[config.mk]
export PLATFORM = sky130hd
export DESIGN_NAME = memory_access_stage
export DESIGN_NICKNAME = d
export VERILOG_FILES = /design/src/rtl/memory_access_stage_pkg.sv /design/src/rtl/mem_load_ext.sv /design/src/rtl/memory_access_stage.sv
export SDC_FILE = /design/constraint.sdc
export NUM_CORES = 1
export LEC_CHECK = 0
export ABC_AREA = 1
export CAP_MARGIN = 15
export CORE_AREA = 2 2 203 205
export DETAILED_ROUTE_END_ITERATION = 7
export DIE_AREA = 0 0 205 207
export GPL_TIMING_DRIVEN = 0
export PLACE_DENSITY = 0.59
export SLEW_MARGIN = 10
export SYNTH_ARGS = -nofsm -noshare
export SYNTH_HDL_FRONTEND = slang
export SYNTH_SLANG_ARGS = --single-unit
export TNS_END_PERCENT = 10
[constraint.sdc]
create_clock -name clk -period 2.33 [get_ports clk]
set_input_delay 0.699 -clock clk [delete_from_list [all_inputs] [get_ports clk]]
set_output_delay 0.699 -clock clk [all_outputs]
set_load 0.01 [all_outputs]
[src/rtl/memory_access_stage_pkg.sv]
// Shared encodings for the memory access stage: opcodes, access-size codes and FSM states.
// Also holds the alignment rule so capture logic and any checker agree on it.
package memory_access_stage_pkg;

    localparam logic [6:0] OpcLoad  = 7'b0000011;
    localparam logic [6:0] OpcStore = 7'b0100011;

    localparam logic [2:0] F3Byte  = 3'b000;
    localparam logic [2:0] F3Half  = 3'b001;
    localparam logic [2:0] F3Word  = 3'b010;
    localparam logic [2:0] F3ByteU = 3'b100;
    localparam logic [2:0] F3HalfU = 3'b101;

    typedef enum logic [1:0] {
        StIdle = 2'd0,
        StReq  = 2'd1,
        StWait = 2'd2,
        StDone = 2'd3
    } mem_state_e;

    // funct3[1:0] carries the access size for both loads and stores
    function automatic logic is_misaligned(input logic [2:0] funct3, input logic [1:0] offset);
        logic r_mis;
        case (funct3[1:0])
            2'b01:   r_mis = offset[0];
            2'b10:   r_mis = |offset;
            default: r_mis = 1'b0;
        endcase
        return r_mis;
    endfunction

endpackage

[src/rtl/mem_load_ext.sv]
// Selects the addressed byte/halfword lane of a load word and sign- or zero-extends it.
module mem_load_ext
    import memory_access_stage_pkg::*;
(
    input  logic [2:0]  i_funct3,
    input  logic [1:0]  i_offset,
    input  logic [31:0] i_rdata,
    output logic [31:0] o_data
);

    logic [7:0]  w_byte;
    logic [15:0] w_half;

    always_comb begin
        w_byte = 8'h00;
        case (i_offset)
            2'd0:    w_byte = i_rdata[7:0];
            2'd1:    w_byte = i_rdata[15:8];
            2'd2:    w_byte = i_rdata[23:16];
            default: w_byte = i_rdata[31:24];
        endcase
        w_half = i_offset[1] ? i_rdata[31:16] : i_rdata[15:0];
    end

    always_comb begin
        o_data = i_rdata;
        case (i_funct3)
            F3Byte:  o_data = {{24{w_byte[7]}}, w_byte};
            F3ByteU: o_data = {24'h000000, w_byte};
            F3Half:  o_data = {{16{w_half[15]}}, w_half};
            F3HalfU: o_data = {16'h0000, w_half};
            default: o_data = i_rdata;
        endcase
    end

endmodule

[src/rtl/memory_access_stage.sv]
// Pipeline M stage: holds one instruction, runs a req/gnt/rvalid data-memory transaction for
// aligned loads and stores, and hands the result to write-back with valid/allow-in handshaking.
module memory_access_stage
    import memory_access_stage_pkg::*;
(
    input  logic        clk,
    input  logic        rst_n,

    input  logic        e_to_m_valid,
    output logic        m_allow_in,
    input  logic [6:0]  E_opcode,
    input  logic [4:0]  E_rd,
    input  logic [31:0] E_valE,
    input  logic [31:0] E_valB,
    input  logic [31:0] E_default_pc,
    input  logic [31:0] E_cur_pc,
    input  logic [31:0] E_instr,
    input  logic [31:0] E_pred_pc,
    input  logic        E_commit,

    output logic        m_valid,
    output logic [6:0]  M_opcode,
    output logic [4:0]  M_rd,
    output logic [31:0] M_valE,
    output logic [31:0] M_default_pc,
    output logic [31:0] M_cur_pc,
    output logic [31:0] M_instr,
    output logic        M_commit,
    output logic [31:0] M_pred_pc,
    output logic [31:0] m_valM,
    output logic        m_misalign,

    output logic        m_to_w_valid,
    input  logic        w_allow_in,

    output logic        dmem_req,
    output logic        dmem_we,
    output logic [31:0] dmem_addr,
    output logic [31:0] dmem_wdata,
    output logic [3:0]  dmem_wstrb,
    input  logic        dmem_gnt,
    input  logic        dmem_rvalid,
    input  logic [31:0] dmem_rdata
);

    mem_state_e  r_state;
    logic        r_valid;
    logic [31:0] r_valM;
    logic        r_misalign;
    logic [31:0] r_valB;

    logic        w_e_is_mem;
    logic        w_e_misalign;
    logic        w_e_mem_go;
    logic        w_m_ready_go;
    logic        w_capture;
    logic        w_m_is_load;
    logic        w_m_is_store;
    logic [2:0]  w_m_funct3;
    logic [1:0]  w_m_offset;
    logic [31:0] w_load_data;

    // Alignment is decided from the incoming payload so the capture edge picks REQ or IDLE
    assign w_e_is_mem   = (E_opcode == OpcLoad) || (E_opcode == OpcStore);
    assign w_e_misalign = w_e_is_mem && is_misaligned(E_instr[14:12], E_valE[1:0]);
    assign w_e_mem_go   = w_e_is_mem && !w_e_misalign;

    assign w_m_ready_go = (r_state == StDone) || ((r_state == StIdle) && r_valid);
    assign m_allow_in   = !r_valid || (w_m_ready_go && w_allow_in);
    assign m_to_w_valid = r_valid && w_m_ready_go;
    assign w_capture    = m_allow_in && e_to_m_valid;

    assign w_m_is_load  = (M_opcode == OpcLoad);
    assign w_m_is_store = (M_opcode == OpcStore);
    assign w_m_funct3   = M_instr[14:12];
    assign w_m_offset   = M_valE[1:0];

    assign m_valid      = r_valid;
    assign m_valM       = r_valM;
    assign m_misalign   = r_misalign;

    always_ff @(posedge clk or negedge rst_n) begin
        if (!rst_n) begin
            r_valid <= 1'b0;
        end else if (m_allow_in) begin
            r_valid <= e_to_m_valid;
        end
    end

    always_ff @(posedge clk or negedge rst_n) begin
        if (!rst_n) begin
            M_opcode     <= 7'd0;
            M_rd         <= 5'd0;
            M_valE       <= 32'd0;
            M_default_pc <= 32'd0;
            M_cur_pc     <= 32'd0;
            M_instr      <= 32'd0;
            M_commit     <= 1'b0;
            M_pred_pc    <= 32'd0;
            r_valB       <= 32'd0;
        end else if (w_capture) begin
            M_opcode     <= E_opcode;
            M_rd         <= E_rd;
            M_valE       <= E_valE;
            M_default_pc <= E_default_pc;
            M_cur_pc     <= E_cur_pc;
            M_instr      <= E_instr;
            M_commit     <= E_commit;
            M_pred_pc    <= E_pred_pc;
            r_valB       <= E_valB;
        end
    end

    // m_allow_in is only ever high in IDLE or DONE, so it never races the REQ/WAIT arcs
    always_ff @(posedge clk or negedge rst_n) begin
        if (!rst_n) begin
            r_state    <= StIdle;
            r_valM     <= 32'd0;
            r_misalign <= 1'b0;
        end else begin
            case (r_state)
                StReq: begin
                    if (dmem_gnt) begin
                        r_state <= StWait;
                    end
                end
                StWait: begin
                    if (dmem_rvalid) begin
                        r_state <= StDone;
                        if (w_m_is_load) begin
                            r_valM <= w_load_data;
                        end
                    end
                end
                default: ;
            endcase
            if (m_allow_in) begin
                r_state    <= (w_capture && w_e_mem_go) ? StReq : StIdle;
                r_misalign <= w_capture && w_e_misalign;
                if (w_capture) begin
                    r_valM <= 32'd0;
                end
            end
        end
    end

    assign dmem_req  = (r_state == StReq);
    assign dmem_we   = dmem_req && w_m_is_store;
    assign dmem_addr = {M_valE[31:2], 2'b00};

    always_comb begin
        dmem_wdata = r_valB;
        dmem_wstrb = 4'b0000;
        if (w_m_is_store) begin
            case (w_m_funct3[1:0])
                2'b00: begin
                    dmem_wdata = {4{r_valB[7:0]}};
                    dmem_wstrb = 4'b0001 << w_m_offset;
                end
                2'b01: begin
                    dmem_wdata = {2{r_valB[15:0]}};
                    dmem_wstrb = 4'b0011 << w_m_offset;
                end
                default: begin
                    dmem_wdata = r_valB;
                    dmem_wstrb = 4'b1111;
                end
            endcase
        end
    end

    mem_load_ext u_load_ext (
        .i_funct3 (w_m_funct3),
        .i_offset (w_m_offset),
        .i_rdata  (dmem_rdata),
        .o_data   (w_load_data)
    );

endmodule

==> results.rst <==
.. list-table::
   :header-rows: 1

   * - Metric
     - Value
   * - Slew margin rel.
     - roughly half
   * - Most common cell type on the critical path
     - buf_6
   * - I/O Pins
     - 522
   * - Worst supply voltage drop on vdd
     - 0.731 mV
   * - Fraction of final layout cells with drive strength greater than 1
     - between 10% and 20%
   * - Placed inst area
     - 17000 sq um
   * - Via count of the routed design
     - roughly 11000
   * - CTS tree
     - yes
   * - Cell area after layout
     - 18200 sq um
   * - Worst-case clock skew
     - 0.0108 ns
   * - Initial antenna violation count
     - 1
   * - P_leak
     - roughly 8.8 nW
   * - Required arrival time at the worst endpoint
     - 1.63 ns
   * - Number of hold violations in the final report
     - 0
   * - Warnings, synthesis
     - 0
   * - Setup repair after global routing missed its margin
     - yes
   * - Setup slack, reg-to-reg
     - around 0.40 ns
   * - Horizontal extent of the die
     - a little over 200 um
   * - Synthesized area per cell
     - between 8 and 9 sq um
   * - Total routing usage reported by global routing
     - approximately a fifth
   * - Core footprint
     - slightly above 40000 sq um
   * - Most common library cell in the layout ignoring fill and taps
     - nand2_1
   * - Count of final max-slew check failures
     - 0
   * - Library cells used by synthesis
     - 34
   * - Maximum single-stage delay on the critical path
     - 0.39 ns
   * - Number of H-tree levels
     - 1
   * - Detailed placer's ending HPWL
     - 35800 um
   * - Standard-cell rows
     - 74
   * - Type of element capturing the critical path
     - output pin
   * - FILL cells
     - roughly 4100
   * - Final RePlAce weighted congestion
     - just under 0.9
   * - Worst Setup Slack post-DPL
     - -0.900 ns
   * - Class of the worst hold path
     - input pin to asynchronous set/reset pin
   * - Count of flip-flops with a built-in enable after synthesis
     - 0
   * - Time the worst path needs with I/O delays and setup
     - about 2.8 ns
   * - Area added between synthesis and finish
     - 63.8%
   * - Hold buffer count at CTS
     - 0
   * - TritonCTS Sinks
     - around 240
   * - Category of the most critical setup path
     - flop to output pin
   * - Final setup viols
     - 30
   * - Maximum clock rate
     - around 0.35 GHz
   * - Actual slew at the worst max-slew pin
     - between 0.7 and 0.8 ns
   * - Final Worst Setup Slack
     - -0.490 ns
   * - Cells after Synth
     - 1334
   * - Number of port buffers
     - approximately 520
   * - DRC Markers
     - 0
   * - Maximum number of pins on one net before global-route repair
     - between 100 and 150
   * - Number of global-route vias before repair
     - between 10000 and 15000
   * - Outcome
     - complete, but fails checks
   * - Endpoint arrival time on the critical path
     - 2.12 ns
   * - Combined buffer and inverter count along the critical path
     - 3
   * - Crit start category
     - flop
   * - Final Core Density
     - 45.0%
   * - Initial core utilization
     - ~27%
   * - Commonest register cell after synthesis
     - dfrtp_1
   * - Total wire length after detailed routing
     - 46200 um
   * - Final ANT Viol Nets
     - 0
   * - Overall power after layout
     - 24.4 mW
   * - Cell at the root of the clock tree
     - clkbuf_16
   * - Worst hold slack after final layout
     - between 0.06 and 0.07 ns
   * - Power density over cell area
     - 1340 nW/um^2
   * - Register area share after synthesis
     - 54.3%
   * - Nets
     - ~2100
   * - Post-synthesis register bit count
     - between 200 and 250
   * - First-pass GRT wire length
     - 69900 um
   * - Clk slew on worst S/H paths
     - about 0.060 ns
   * - Routed length per instance
     - roughly 19 um
   * - Initial DRT Pass Iterations
     - 7
   * - Critical-path cell with the highest stage delay
     - dfrtp_1
   * - # Max-Cap Violations
     - 0
   * - Largest driver fanout on the critical path
     - 7
   * - Area enclosed by the die boundary
     - about 42000 sq um
   * - Non-filler instance count after layout
     - between 2000 and 2500
   * - Mapped Area
     - roughly 11000 sq um
   * - Inserted Clock Buffers
     - 29
   * - Setup TNS
     - -12.69 ns
   * - Vias/cell
     - ~4.6
   * - Remaining global-route overflow
     - 0
   * - Critical path, cell by cell
     - nor2_1, nand3_4, buf_6, nor2_4, buf_6, nand2_2, o21a_1, buf_6
   * - Most frequent cells in the layout
     - 491 x nand2_1, 447 x clkdlybuf4s50_1, 233 x dfrtp_1, 208 x nand3_1, 88 x buf_4
   * - Violations in the final reports
     - setup timing
   * - Async SR Flop Fraction
     - between 90% and 100%
   * - Drt first-iter violations
     - between 600 and 700
   * - Critical path's top delay family
     - simple AND/OR/NAND/NOR gates
   * - Cell total after placement
     - around 2400
   * - Buffer depth of the longest clock path
     - 3
   * - Share of the clock period used by the worst path
     - 121%
   * - Insertion delay to the later sink of the worst-skew pair
     - about 0.55 ns
   * - Height of the die
     - between 200 and 250 um
[flip-flops by register name (all words and copies together) (netlist names)]
signal and cells:
M_commit 1, M_cur_pc 32, M_default_pc 32, M_instr 32, M_opcode 7, M_pred_pc 32
M_rd 5, M_valE 32, m_misalign 1, m_valM 32, m_valid 1, r_state 2
r_valB 32
[layout make-up]
| cell class | instances | area (sq um) | area share (%) |
|---|---|---|---|
| clock buffers | 38 | 820 | 4.51 |
| multi-input cells | 916 | 4190 | 23.0 |
| diodes | 2 | 5.00 | 0.0275 |
| clock inverters | 13 | 156 | 0.860 |
| inverters | 47 | 180 | 0.991 |
| flip-flops and latches | 241 | 6040 | 33.2 |
| plain buffers | 129 | 921 | 5.06 |
| repair buffers | 533 | 5210 | 28.6 |
| well taps | 532 | 666 | 3.66 |
[power by group]
group	total [mW]	switching, mW	internal, mW
Combinational	12.4	6.36	5.99
Sequential	7.43	1.39	6.05
Clock	4.65	1.85	2.80
Total	24.4	9.60	14.8
[synthesized netlist by cell type, types with 2 or more instances]
cell type | n | area (sq um)
a21oi_1 | 45 | 225
buf_2 | 31 | 155
buf_4 | 44 | 330
buf_6 | 20 | 225
clkbuf_1 | 32 | 120
clkbuf_2 | 3 | 15.0
dfrtp_1 | 241 | 6030
ha_1 | 2 | 25.0
inv_1 | 44 | 165
inv_2 | 3 | 11.3
nand2_1 | 496 | 1860
nand2_2 | 4 | 25.0
nand2_4 | 2 | 22.5
nand3_1 | 208 | 1040
nand4_1 | 2 | 12.5
nor2_1 | 24 | 90.1
nor2_2 | 3 | 18.8
o21ai_0 | 72 | 360
o21ai_1 | 15 | 75.1
o22ai_1 | 10 | 62.6
or2_1 | 3 | 18.8
or2_2 | 18 | 113
[metal layers]
metal / routed length, um / global-route usage (%) / up-vias
met3: 3160 / 4.75 / 66
met2: 22500 / 36.2 / 402
met1: 19500 / 27.4 / 5322
met4: 1040 / 5.28 / 0
li1: - / - / 5398
met5: 0 / 0 / -
[what timing repair did]
action	in CTS	in global routing
gates cloned	1	0
endpoints found under the setup margin	60	42
setup buffers	9	2
pin swaps	5	4
gates resized for setup	237	31
[final timing paths]
check / startpoint / to / cells past startpoint
worst min-delay path: rst_n / m_valM[18]$_DFF_PN0_ / 1
worst max register to register: r_state[0]$_DFFE_PN0P_ / M_instr[12]$_DFFE_PN0P_ / 8
min in group clk: M_pred_pc[18]$_DFFE_PN0P_ / M_pred_pc[18]$_DFFE_PN0P_ / 2
max in group asynchronous: rst_n / M_opcode[2]$_DFFE_PN0P_ / 2
worst min register to register: M_pred_pc[18]$_DFFE_PN0P_ / M_pred_pc[18]$_DFFE_PN0P_ / 2
worst max-delay path: M_opcode[4]$_DFFE_PN0P_ / dmem_wdata[23] / 8
[worst reg2reg max path, stage by stage (launching register included)]
cell      delay, ns
dfrtp_1        0.40
inv_1          0.12
nand2_2        0.08
nand3_1        0.11
nand2_4        0.16
nand2_1        0.12
buf_4          0.20
clkbuf_1       0.42
o21ai_0        0.17
[cell families (layout without fill, tap and decap cells)]
logic type      after synthesis  in the layout  synth area share [%]
simple gates                766            766                  29.4
compound gates              146            146                  6.79
fa+ha+maj                     2              2                 0.225
flops                       241            241                  54.3
other cells                   1              4                0.0338
buf+inv                     178            760                  9.24
Power figures use the tool's default switching activity.
